[src/rtl/dmem_arb_pkg.sv]
// dmem_arb_pkg: shared types and constants for the data-memory arbiter.
//   state_e   : sequencer states (S_IDLE, S_ISSUE, S_CAPT, S_RESP)
//   SIZE_*    : access-size encodings on req_size / mem_size
//   NUM_REQ   : number of requesters
//   idx2oh    : requester index to one-hot vector
package dmem_arb_pkg;

  typedef enum logic [1:0] {
    S_IDLE  = 2'd0,
    S_ISSUE = 2'd1,
    S_CAPT  = 2'd2,
    S_RESP  = 2'd3
  } state_e;

  localparam logic SIZE_BYTE = 1'b0;
  localparam logic SIZE_WORD = 1'b1;
  localparam int   NUM_REQ   = 2;

  function automatic logic [NUM_REQ-1:0] idx2oh(input logic idx);
    return idx ? 2'b10 : 2'b01;
  endfunction

endpackage

[src/rtl/dmem_arbiter_rr_arb2.sv]
// rr_arb2: combinational two-way grant.
//   req_valid  [1:0] in  : request bits
//   rr_last          in  : index granted most recently
//   fixed_prio       in  : 1 = requester 0 always wins a tie
//   grant      [1:0] out : one-hot grant (0 when nothing requests)
module rr_arb2
  import dmem_arb_pkg::*;
(
  input  logic [NUM_REQ-1:0] req_valid,
  input  logic               rr_last,
  input  logic               fixed_prio,
  output logic [NUM_REQ-1:0] grant
);

  always_comb begin
    grant = '0;
    unique case (req_valid)
      2'b01:   grant = 2'b01;
      2'b10:   grant = 2'b10;
      // On a tie the requester that did not go last wins.
      2'b11:   grant = (fixed_prio || rr_last) ? 2'b01 : 2'b10;
      default: grant = '0;
    endcase
  end

endmodule

[src/rtl/dmem_arbiter.sv]
// dmem_arbiter: two-requester arbiter/sequencer for the 1 KB single-port
// data memory. One access in flight; strobes last one cycle; registered
// read data is captured and returned with an error flag.
//   clk, reset (sync, active-high)
//   req_*   : per-requester request channel (valid/ready)
//   resp_*  : per-requester response channel (one-hot valid, shared data/err)
//   mem_*   : memory strobes, address, write data and registered read data
// Build option: DMEM_ARB_FIXED_PRIO_EN gives requester 0 fixed tie priority.
//
// state   | meaning
// S_IDLE  | arbitrate, accept one request
// S_ISSUE | drive memory strobe for one cycle
// S_CAPT  | wait for registered read data, capture it
// S_RESP  | hold response until the owning requester accepts
module dmem_arbiter
  import dmem_arb_pkg::*;
#(
  parameter int MEM_BYTES = 1024,
  parameter int ADDR_W    = 32
) (
  input  logic                  clk,
  input  logic                  reset,
  input  logic [1:0]            req_valid,
  output logic [1:0]            req_ready,
  input  logic [1:0]            req_we,
  input  logic [1:0]            req_size,
  input  logic [2*ADDR_W-1:0]   req_addr,
  input  logic [63:0]           req_wdata,
  output logic [1:0]            resp_valid,
  input  logic [1:0]            resp_ready,
  output logic [31:0]           resp_rdata,
  output logic                  resp_err,
  output logic                  mem_size,
  output logic                  mem_read,
  output logic                  mem_write,
  output logic [ADDR_W-1:0]     mem_addr,
  output logic [31:0]           mem_wdata,
  input  logic [31:0]           mem_rdata
);

`ifdef DMEM_ARB_FIXED_PRIO_EN
  localparam logic FIXED_PRIO = 1'b1;
`else
  localparam logic FIXED_PRIO = 1'b0;
`endif

  localparam logic [ADDR_W-1:0] LIM_BYTE = ADDR_W'(MEM_BYTES);
  localparam logic [ADDR_W-1:0] LIM_WORD = ADDR_W'(MEM_BYTES - 4);

  state_e              state_q, state_d;
  logic                idx_q, we_q, size_q, rr_last_q, err_q;
  logic [ADDR_W-1:0]   addr_q;
  logic [31:0]         wdata_q, rdata_q;

  logic [1:0]          grant;
  logic                hs, sel, sel_we, sel_size, acc_err;
  logic [ADDR_W-1:0]   sel_addr;
  logic [31:0]         sel_wdata;

  rr_arb2 u_arb (
    .req_valid  (req_valid),
    .rr_last    (rr_last_q),
    .fixed_prio (FIXED_PRIO),
    .grant      (grant)
  );

  // Grant is one-hot, so bit 1 is the winning index.
  assign sel       = grant[1];
  assign sel_we    = req_we[sel];
  assign sel_size  = req_size[sel];
  assign sel_addr  = sel ? req_addr[2*ADDR_W-1:ADDR_W] : req_addr[ADDR_W-1:0];
  assign sel_wdata = sel ? req_wdata[63:32] : req_wdata[31:0];

  always_comb begin
    if (sel_size == SIZE_WORD)
      acc_err = (sel_addr[1:0] != 2'b00) || (sel_addr > LIM_WORD);
    else
      acc_err = (sel_addr >= LIM_BYTE);
  end

  always_comb begin
    state_d    = state_q;
    req_ready  = '0;
    resp_valid = '0;
    mem_read   = 1'b0;
    mem_write  = 1'b0;
    mem_size   = 1'b0;
    mem_addr   = '0;
    mem_wdata  = '0;
    hs         = 1'b0;
    unique case (state_q)
      S_IDLE: begin
        req_ready = reset ? 2'b00 : grant;
        hs        = |(req_valid & req_ready);
        if (hs) state_d = acc_err ? S_RESP : S_ISSUE;
      end
      S_ISSUE: begin
        mem_read  = ~we_q;
        mem_write = we_q;
        mem_size  = size_q;
        mem_addr  = addr_q;
        mem_wdata = wdata_q;
        state_d   = we_q ? S_RESP : S_CAPT;
      end
      S_CAPT: state_d = S_RESP;
      S_RESP: begin
        resp_valid = idx2oh(idx_q);
        if (resp_ready[idx_q]) state_d = S_IDLE;
      end
      default: state_d = S_IDLE;
    endcase
  end

  always_ff @(posedge clk) begin
    if (reset) begin
      state_q   <= S_IDLE;
      idx_q     <= 1'b0;
      we_q      <= 1'b0;
      size_q    <= 1'b0;
      addr_q    <= '0;
      wdata_q   <= '0;
      rr_last_q <= 1'b1;
      err_q     <= 1'b0;
      rdata_q   <= '0;
    end else begin
      state_q <= state_d;
      if (hs) begin
        idx_q     <= sel;
        we_q      <= sel_we;
        size_q    <= sel_size;
        addr_q    <= sel_addr;
        wdata_q   <= sel_wdata;
        rr_last_q <= sel;
        err_q     <= acc_err;
      end
      if (state_q == S_CAPT) rdata_q <= mem_rdata;
      if (state_q == S_RESP && resp_ready[idx_q]) err_q <= 1'b0;
    end
  end

  assign resp_rdata = rdata_q;
  assign resp_err   = err_q;

endmodule

[config.mk]
export PLATFORM = sky130hd
export DESIGN_NAME = dmem_arbiter
export DESIGN_NICKNAME = d
export VERILOG_FILES = /design/src/rtl/dmem_arb_pkg.sv /design/src/rtl/dmem_arbiter_rr_arb2.sv /design/src/rtl/dmem_arbiter.sv
export SDC_FILE = /design/constraint.sdc
export NUM_CORES = 1
export LEC_CHECK = 0
export CAP_MARGIN = 20
export CORE_MARGIN = 5
export CORE_UTILIZATION = 36
export DETAILED_ROUTE_END_ITERATION = 8
export HOLD_SLACK_MARGIN = 0.12
export MAX_ROUTING_LAYER = met4
export PLACE_DENSITY = 0.78
export SKIP_CTS_REPAIR_TIMING = 1
export SYNTH_ARGS = -nofsm -noshare
export SYNTH_HDL_FRONTEND = slang
export SYNTH_SLANG_ARGS = --single-unit
[constraint.sdc]
create_clock -name clk -period 1.8 [get_ports clk]
set_input_delay 0.27 -clock clk [delete_from_list [all_inputs] [get_ports clk]]
set_output_delay 0.27 -clock clk [all_outputs]
set_load 0.05 [all_outputs]
* Yosys cells after proc, flatten, opt, wreduce, memory -nomap -nowiden *
Cells that the tools add are included.

storage, ports and cells
  memory bits (writable) = 0
  bits in latches = 0
  bits in read-only memories = 0
  memories = 0
  input port bits = 170
  flip-flop bits (word level) = 103
  word-level logic and storage cells = 56

operators by class
  $add $sub $neg = 0
  multiply operators = 0
  mux-type cells = 26
  divide/modulo/power cells = 0
  $lt $le $gt $ge = 4
  shifts and indexed selects = 0
  reduce and logical (&&, ||, !) cells = 7
  equal/unequal tests = 8
  bitwise gates (word level) = 2

operator list
  operator                                                                                count
  32-bit 2-to-1 mux                                                                       4
  32-bit by 11-bit greater-or-equal comparator with 1-bit output (second input constant)  1
  32-bit by 10-bit greater-than comparator with 1-bit output (second input constant)      1
  2-bit 2-to-1 mux                                                                        8
  1-bit 2-to-1 mux                                                                        12
  2-bit == test (second input constant)                                                   4
  2-bit case mux with 4 select lines                                                      1
  2-bit case mux with 3 select lines                                                      1
  2-bit by 1-bit == test with 1-bit output (second input constant)                        2
  1-bit by 2-bit < comparator with 1-bit output (second input constant)                   2
  2-bit inequality test (second input constant)                                           2
  2-bit OR reduction                                                                      2
  2-bit AND                                                                               1
  2-bit logical NOT                                                                       1
  2-bit AND reduction                                                                     1
  2-bit nonzero test                                                                      1
  1-bit logical AND                                                                       1
  1-bit logical OR                                                                        1
  1-bit inverter                                                                          1

* Logic depth before layout (Yosys ltp) *
Gate-level depths: netlist (run 1).

  depth in word-level cells = 9
  depth in mapped cells = 9
  gate-level depth less buffers = 6

* Cells and area by module *
Synthesis (run 1) repeated with hierarchy kept, for this count alone.

second synthesis, totals
  cell total of the unflattened synthesis = 538
  area, all modules = 5,201.2 µm²

by module, submodules not included
  module        sequential area each (µm²)  cells each  area an instance (µm²)  times used
  dmem_arbiter  2,062.0                     534         5,178.7                 1
  rr_arb2       0.0                         4           22.5                    1

* Worst setup path after synthesis (run 1) *
No wires, ideal clock.

  path type = register to output
  from = register state_q[1]
  to = output port mem_read
  cell stages (with the launch flop) = 5
  setup slack = -0.027 ns
  required time = 1.530 ns
  arrival time = 1.557 ns
  buffers on the path = 1
  path through = dfxtp_1 > inv_1 > ha_1 > clkbuf_1 > nor2b_1

between the ends
  word-level cells in the longest chain between the ends = 2

RTL lines
  element                                   RTL line             source
  from (decl)                               dmem_arbiter.sv:50   state_e state_q, state_d;
  from (signal assigned)                    dmem_arbiter.sv:126  state_q <= state_d;
  2-bit by 1-bit == test with 1-bit output  dmem_arbiter.sv:91   unique case (state_q)
  1-bit 2-to-1 mux                          dmem_arbiter.sv:91
  to (decl)                                 dmem_arbiter.sv:34   output logic mem_read,

Every way passes these cells.

* Final worst setup path (run 1) *
  from = input port req_valid[0]
  to = output port req_ready[1]

between the ends
  word-level cells in the longest chain between the ends = 4
  elaborated cells on any way between the ends = 6

RTL lines
  element                                                                           RTL line                    source
  from (decl)                                                                       dmem_arbiter.sv:23          input logic [1:0] req_valid,
  2-bit == test / 2-bit by 1-bit == test with 1-bit output (equally long branches)  dmem_arbiter_rr_arb2.sv:17  unique case (req_valid)
  2-bit case mux with 3 select lines *                                              dmem_arbiter_rr_arb2.sv:17
  2-bit 2-to-1 mux *                                                                dmem_arbiter.sv:93          req_ready = reset ? 2'b00 : grant;
  2-bit 2-to-1 mux *                                                                dmem_arbiter.sv:91
  to (decl)                                                                         dmem_arbiter.sv:24          output logic [1:0] req_ready,

Mark *: on every way between the ends. The rest lies on a longest branch, timed or not.

==> flow_summary.ini, run 1 <==
[routing]
firstDrtPassIters = 4
detail_route.wl_per_cell_um = 18.1
starting_drt_drc_count = 208
drc = 0
detail_route.vias_per_cell = 5.01
vias = 4963
detail_route.wirelength_mm = 17.9
route.antenna.remaining_nets = 0

[worst_setup_path]
cpLargestDelayFamily = buffers and inverters
worstPathArrival_ns = 1.55
worstPathRequired_ns = 1.53
crit_path_max_fanout = 3
timing_worst_setup_path_type = primary input to output port
critPathLaunchType = primary input
cpMostUsedCell = nor2_1
worst_path_largest_cell_delay_ns = 0.55
cp.buffers_inverters = 4
cell_by_cell_trace_of_the_critical_path = clkdlybuf4s50_1 -> nor2_1 -> buf_4 -> nor2_1 -> nand2_1 -> inv_1 -> buf_12
critical_path.slowest_cell = clkdlybuf4s50_1
setup.worst_path.end_class = output port

[sta]
fin_hold_ws_ns = 0.465
number_of_endpoints_with_negative_hold_slack_in_the_final_report = 0
slew_violations = 0
unrepaired_setup_endpoints_after_global_routing = yes
post-route-period-util_pct = 101
maxClockFrequency_mhz = 551
period_minus_slack_ns = 1.82
final_critical_path_setup_slack_ns = -0.0162
report.final.setup_viol = 6
worst-slew-pin-transition_ns = 0.557
setup_tns_ns = -0.0356
slew-limit-headroom_pct = 62.8
setup_skew_after_layout_ns = 0.00856

[power_and_ir_drop]
post-layout-total-power_mw = 11.5
leakage_power_nw = 4.10
ir_drop_uv = 781
power_density_nw_per_um2 = 1230

[die]
num_rows = 43
initial_utilization_pct = 36.4
die_y_um = 128
die_w_um = 128
core_footprint_um2 = 13800
top_level_ports = 274
fp.dieArea_um2 = 16500

[global_routing]
grt_max_degree = 68
grt_use_total_pct = 20.4
vias_in_the_first_global_route = 5121
grt.overflow.total = 0
grt_antenna_before_repair = 0
grt_pass1_wl_mm = 25.8

[clock_tree]
clock_tree.buffer_depth = 2
numCtsBuffers = 9
cts_tree = built
root_buffer = clkbuf_16
cts_sinks = 103
worstSkewPairLatency_ns = 0.34
htreeDepth = 3
worst_setup_hold_path_clk_slew_ns = 0.07

[logic_synthesis]
leading_post_synthesis_cells_by_instance_count = dfxtp_1 (103), nor2_1 (103), mux2i_1 (99)
cell_count_after_synthesis = 537
postSynthAreaPerCell_um2 = 9.39
yosys_warnings = 0
seq_area_frac_synth_pct = 40.9
synth.lib_cells_used.distinct = 33
yosysTopAreaCellShare_pct = 40.9
syn-num-nets = 711
synth-main-ff-cell = dfxtp_1
post-synth-top-area-cell = dfxtp_1
synth.area.top_cells = dfxtp_1 (41%), mux2i_1 (20%), a31o_1 (10%), and2_1 (8.3%), nor2_1 (7.7%)
synth_seq_cells = 103
async_flop_share_pct = 0
syn-cell-area_um2 = 5040
number_of_enable_type_register_cells_in_the_synthesized_netlist = 0

[placement]
place.gp.congestion = 0.900
placed_cells = 968
port_buffers = 273
post-dp-hpwl_mm = 13.2

[layout]
post-route-util_pct = 68.0
final_cells = 991
final_layout_size_suffix_gt1_share_pct = 22.2
antenna_cells = 0
area_delta_synth_final_pct = 86.5
nNetsFinal = 980

[outcome]
run_status = finished, violations left
violated_checks = negative setup slack

[hold_path]
hold_path_class = register to register

[run]
max-cap-violations = 0
registers in the layout (all words and copies together) (netlist names):
| signal | flops |
|---|---|
| addr_q | 32 |
| resp_rdata | 32 |
| wdata_q | 32 |
| state_q | 2 |
| idx_q | 1 |
| resp_err | 1 |
| rr_last_q | 1 |
| size_q | 1 |
| we_q | 1 |
stage by stage:
step                instance area (µm²)  worst slack (ns)
finish                             9400           -0.0162
floorplan                          5040            0.0575
global placement                   8750            -0.275
global route                       9400           -0.0805
CTS                                9100            -0.130
detailed placement                 8750            -0.321
cell type report:
| class | instances | area [µm²] |
|---|---|---|
| clock inverters | 7 | 120 |
| multi-input cells | 382 | 2830 |
| flip-flops and latches | 103 | 2060 |
| inverters | 7 | 28.8 |
| repair buffers | 303 | 3900 |
| clock buffers | 9 | 225 |
| fillers | 1001 | 4430 |
| well taps | 180 | 225 |
final timing paths:
| kind | slack (ns) | from | cells after the start | endpoint |
|---|---|---|---|---|
| hold reg to reg | 0.47 | addr_q[25]$_SDFFE_PP0P_ | 1 | addr_q[25]$_SDFFE_PP0P_ |
| setup / recovery | -0.02 | req_valid[0] | 7 | req_ready[1] |
| hold / removal | 0.47 | addr_q[25]$_SDFFE_PP0P_ | 1 | addr_q[25]$_SDFFE_PP0P_ |
| setup reg to reg | 0.08 | rr_last_q$_SDFFE_PP1P_ | 6 | state_q[1]$_SDFFE_PP0P_ |
report_power, final:
| group | switching, mW | leakage [nW] | internal (mW) |
|---|---|---|---|
| combinational | 3.14 | 3.09 | 2.80 |
| sequential | 0.366 | 0.849 | 2.97 |
| clock | 0.873 | 0.166 | 1.36 |
| total | 4.38 | 4.10 | 7.13 |
placed cells by master, fill, tap and decap left out, drive strengths merged, types with 3 or more instances in the layout:
master / count
ha: 4
clkdlybuf4s50: 172
a31o: 66
and2: 67
dfxtp: 103
nand2: 4
inv: 8
o21ai: 5
bufinv: 3
nor2: 103
dlymetal6s2s: 22
buf: 106
clkbuf: 12
nor3: 4
nor4: 4
mux2i: 99
layer usage:
layer / vias up / part of all wire (%) / routed length, µm / GRT usage, %
li1: 2416 / - / - / -
met1: 2300 / 40 / 7140 / 22.6
met2: 210 / 50 / 8930 / 34.5
met3: 37 / 7.5 / 1340 / 5.17
met4: 0 / 3.0 / 533 / 8.93
met5: - / 0 / 0 / -
cell families (layout without fill, tap and decap cells):
family                     Yosys count  count (layout)  synth area share (%)
muxes                               99              99                  19.7
buffers and inverters               52             326                  5.54
AOI/OAI and AO/OA                   82              82                  13.6
adders and majority gates            4               4                 0.993
and+or+nand+nor                    197             197                  19.3
DFF                                103             103                  40.9
Power figures use the tool's default switching activity.
==> inputs of run 2 (changes only) <==
--- a/config.mk
+++ b/config.mk
@@ -12,6 +12,7 @@
 export HOLD_SLACK_MARGIN = 0.12
 export MAX_ROUTING_LAYER = met4
 export PLACE_DENSITY = 0.78
+export SETUP_SLACK_MARGIN = 0.15
 export SKIP_CTS_REPAIR_TIMING = 1
 export SYNTH_ARGS = -nofsm -noshare
 export SYNTH_HDL_FRONTEND = slang
==> run 2 against run 1 <==
Effect of this change:
- the flow still finishes with violations (negative setup slack)
- non-clock buffer count increased by 8
- critical path depth decreased by 2
- die area unchanged
- largest power group unchanged
- highest routed layer unchanged
==> flow_summary.ini, run 2 (same netlist as run 1, synthesis figures left out) <==
[outcome]
run_status = finished, violations left
violated_checks = negative setup slack

[layout]
nNetsFinal = 988
final_cells = 998
final_common_cell = clkdlybuf4s50_1
antenna_cells = 0
area_delta_synth_final_pct = 87.6
final_cell_mix = clkdlybuf4s50_1 (166), dfxtp_1 (101), mux2i_1 (99), nor2_1 (99), buf_12 (81)
final_layout_size_suffix_gt1_share_pct = 26.3

[worst_setup_path]
crit_path_max_fanout = 17
cpLargestDelayFamily = buffers and inverters
cp.buffers_inverters = 3
timing_worst_setup_path_type = register to output port
cell_by_cell_trace_of_the_critical_path = buf_6 -> ha_4 -> clkbuf_16 -> and2_2 -> buf_12
worstPathRequired_ns = 1.53
critPathLaunchType = register
worst_path_largest_cell_delay_ns = 0.33
worstPathArrival_ns = 1.55
setup.worst_path.end_class = output port
critical_path.slowest_cell = dfxtp_2

[clock_tree]
cts_tree = built
worst_setup_hold_path_clk_slew_ns = 0.07
root_buffer = clkbuf_16
worstSkewPairLatency_ns = 0.34
cts_sinks = 103
htreeDepth = 3
numCtsBuffers = 9
clock_tree.buffer_depth = 2

[routing]
starting_drt_drc_count = 193
detail_route.vias_per_cell = 5.00
firstDrtPassIters = 4
drc = 0
route.antenna.remaining_nets = 0
vias = 4990
detail_route.wirelength_mm = 17.6
detail_route.wl_per_cell_um = 17.7

[global_routing]
grt_max_degree = 68
grt_antenna_before_repair = 0
grt.overflow.total = 0
grt_pass1_wl_mm = 25.9
vias_in_the_first_global_route = 5176
grt_use_total_pct = 20.4

[sta]
slew-limit-headroom_pct = 64.3
unrepaired_setup_endpoints_after_global_routing = yes
final_critical_path_setup_slack_ns = -0.0242
post-route-period-util_pct = 101
period_minus_slack_ns = 1.82
slew_violations = 0
setup_skew_after_layout_ns = 0.00663
maxClockFrequency_mhz = 548
number_of_endpoints_with_negative_hold_slack_in_the_final_report = 0
report.final.setup_viol = 23
setup_tns_ns = -0.301
worst-slew-pin-transition_ns = 0.534

[placement]
placed_cells = 976
placement.setup.worst_slack_ns = -0.242
port_buffers = 273
post-dp-hpwl_mm = 13.4
place.gp.congestion = 0.895

[die]
die_y_um = 128
initial_utilization_pct = 36.4
num_rows = 43
fp.dieArea_um2 = 16500
top_level_ports = 274
die_w_um = 128
core_footprint_um2 = 13800

[power_and_ir_drop]
leakage_power_nw = 4.24
ir_drop_uv = 876
power_density_nw_per_um2 = 1170

[hold_path]
hold_path_class = primary input to register

[run]
max-cap-violations = 0
-- run 2: cell types whose count changed in the layout (fill, tap and decap cells not counted), sizes merged --
cell           before  now
buf               106  111
clkdlybuf4s50     172  166
clkinvlp            1    2
clkinv              2    3
bufinv              3    0
dlymetal6s2s       22   31
-- run 2: worst reg2reg max path, cell delays in order, from the launching register on --
cell,delay [ns]
dfxtp_2,0.33
inv_1,0.12
ha_4,0.17
nand2b_4,0.07
or2_4,0.31
a221o_1,0.35
a21oi_1,0.13
-- run 2: per-layer routing --
layer,global-route usage [%],wire [µm]
met5,-,0
met4,7.05,439
met1,23.2,7000
met3,5.13,1410
met2,34.8,8770
-- run 2: stage by stage --
stage / hold slack [ns] / power, mW / cell area, µm² / util, %
2_1_floorplan: 0.417 / 6.65 / 5100 / -
3_3_place_gp: 0.448 / 8.79 / 8870 / 64.2
3_5_place_dp: 0.454 / 8.92 / 8870 / 64.2
4_1_cts: 0.470 / 10.8 / 9150 / 66.1
5_1_grt: 0.338 / 11.7 / 9460 / 68.4
6_report: 0.324 / 11.1 / 9460 / 68.4
-- run 2: layout make-up --
type | instances | area (µm²)
inverters | 7 | 28.8
fillers | 1014 | 4370
clock buffers | 9 | 225
clock inverters | 6 | 46.3
repair buffers | 311 | 3980
well taps | 180 | 225
flip-flops and latches | 103 | 2060
multi-input cells | 382 | 2880
-- run 2: path summary, 6_finish.rpt --
kind | start | to | slack, ns | cells past startpoint
worst min-delay path | req_addr[15] | addr_q[15]$_SDFFE_PP0P_ | 0.32 | 4
worst min register to register | addr_q[21]$_SDFFE_PP0P_ | addr_q[21]$_SDFFE_PP0P_ | 0.47 | 1
worst max-delay path | state_q[0]$_SDFFE_PP0P_ | mem_addr[17] | -0.02 | 5
worst max register to register | state_q[0]$_SDFFE_PP0P_ | state_q[0]$_SDFFE_PP0P_ | 0.24 | 6
-- run 2: where the power goes --
part	switching [mW]	internal [mW]
combinational	3.12	2.86
clock	0.871	0.938
sequential	0.356	2.97
total	4.35	6.76
==> inputs of run 3 (changes only) <==
--- a/config.mk
+++ b/config.mk
@@ -5,6 +5,7 @@
 export SDC_FILE = /design/constraint.sdc
 export NUM_CORES = 1
 export LEC_CHECK = 0
+export ABC_CLOCK_PERIOD_IN_PS = 1800
 export CAP_MARGIN = 20
 export CORE_MARGIN = 5
 export CORE_UTILIZATION = 36
==> results of run 3 <==
No change in the layout: final DEF, timing and power equal those of run 2.
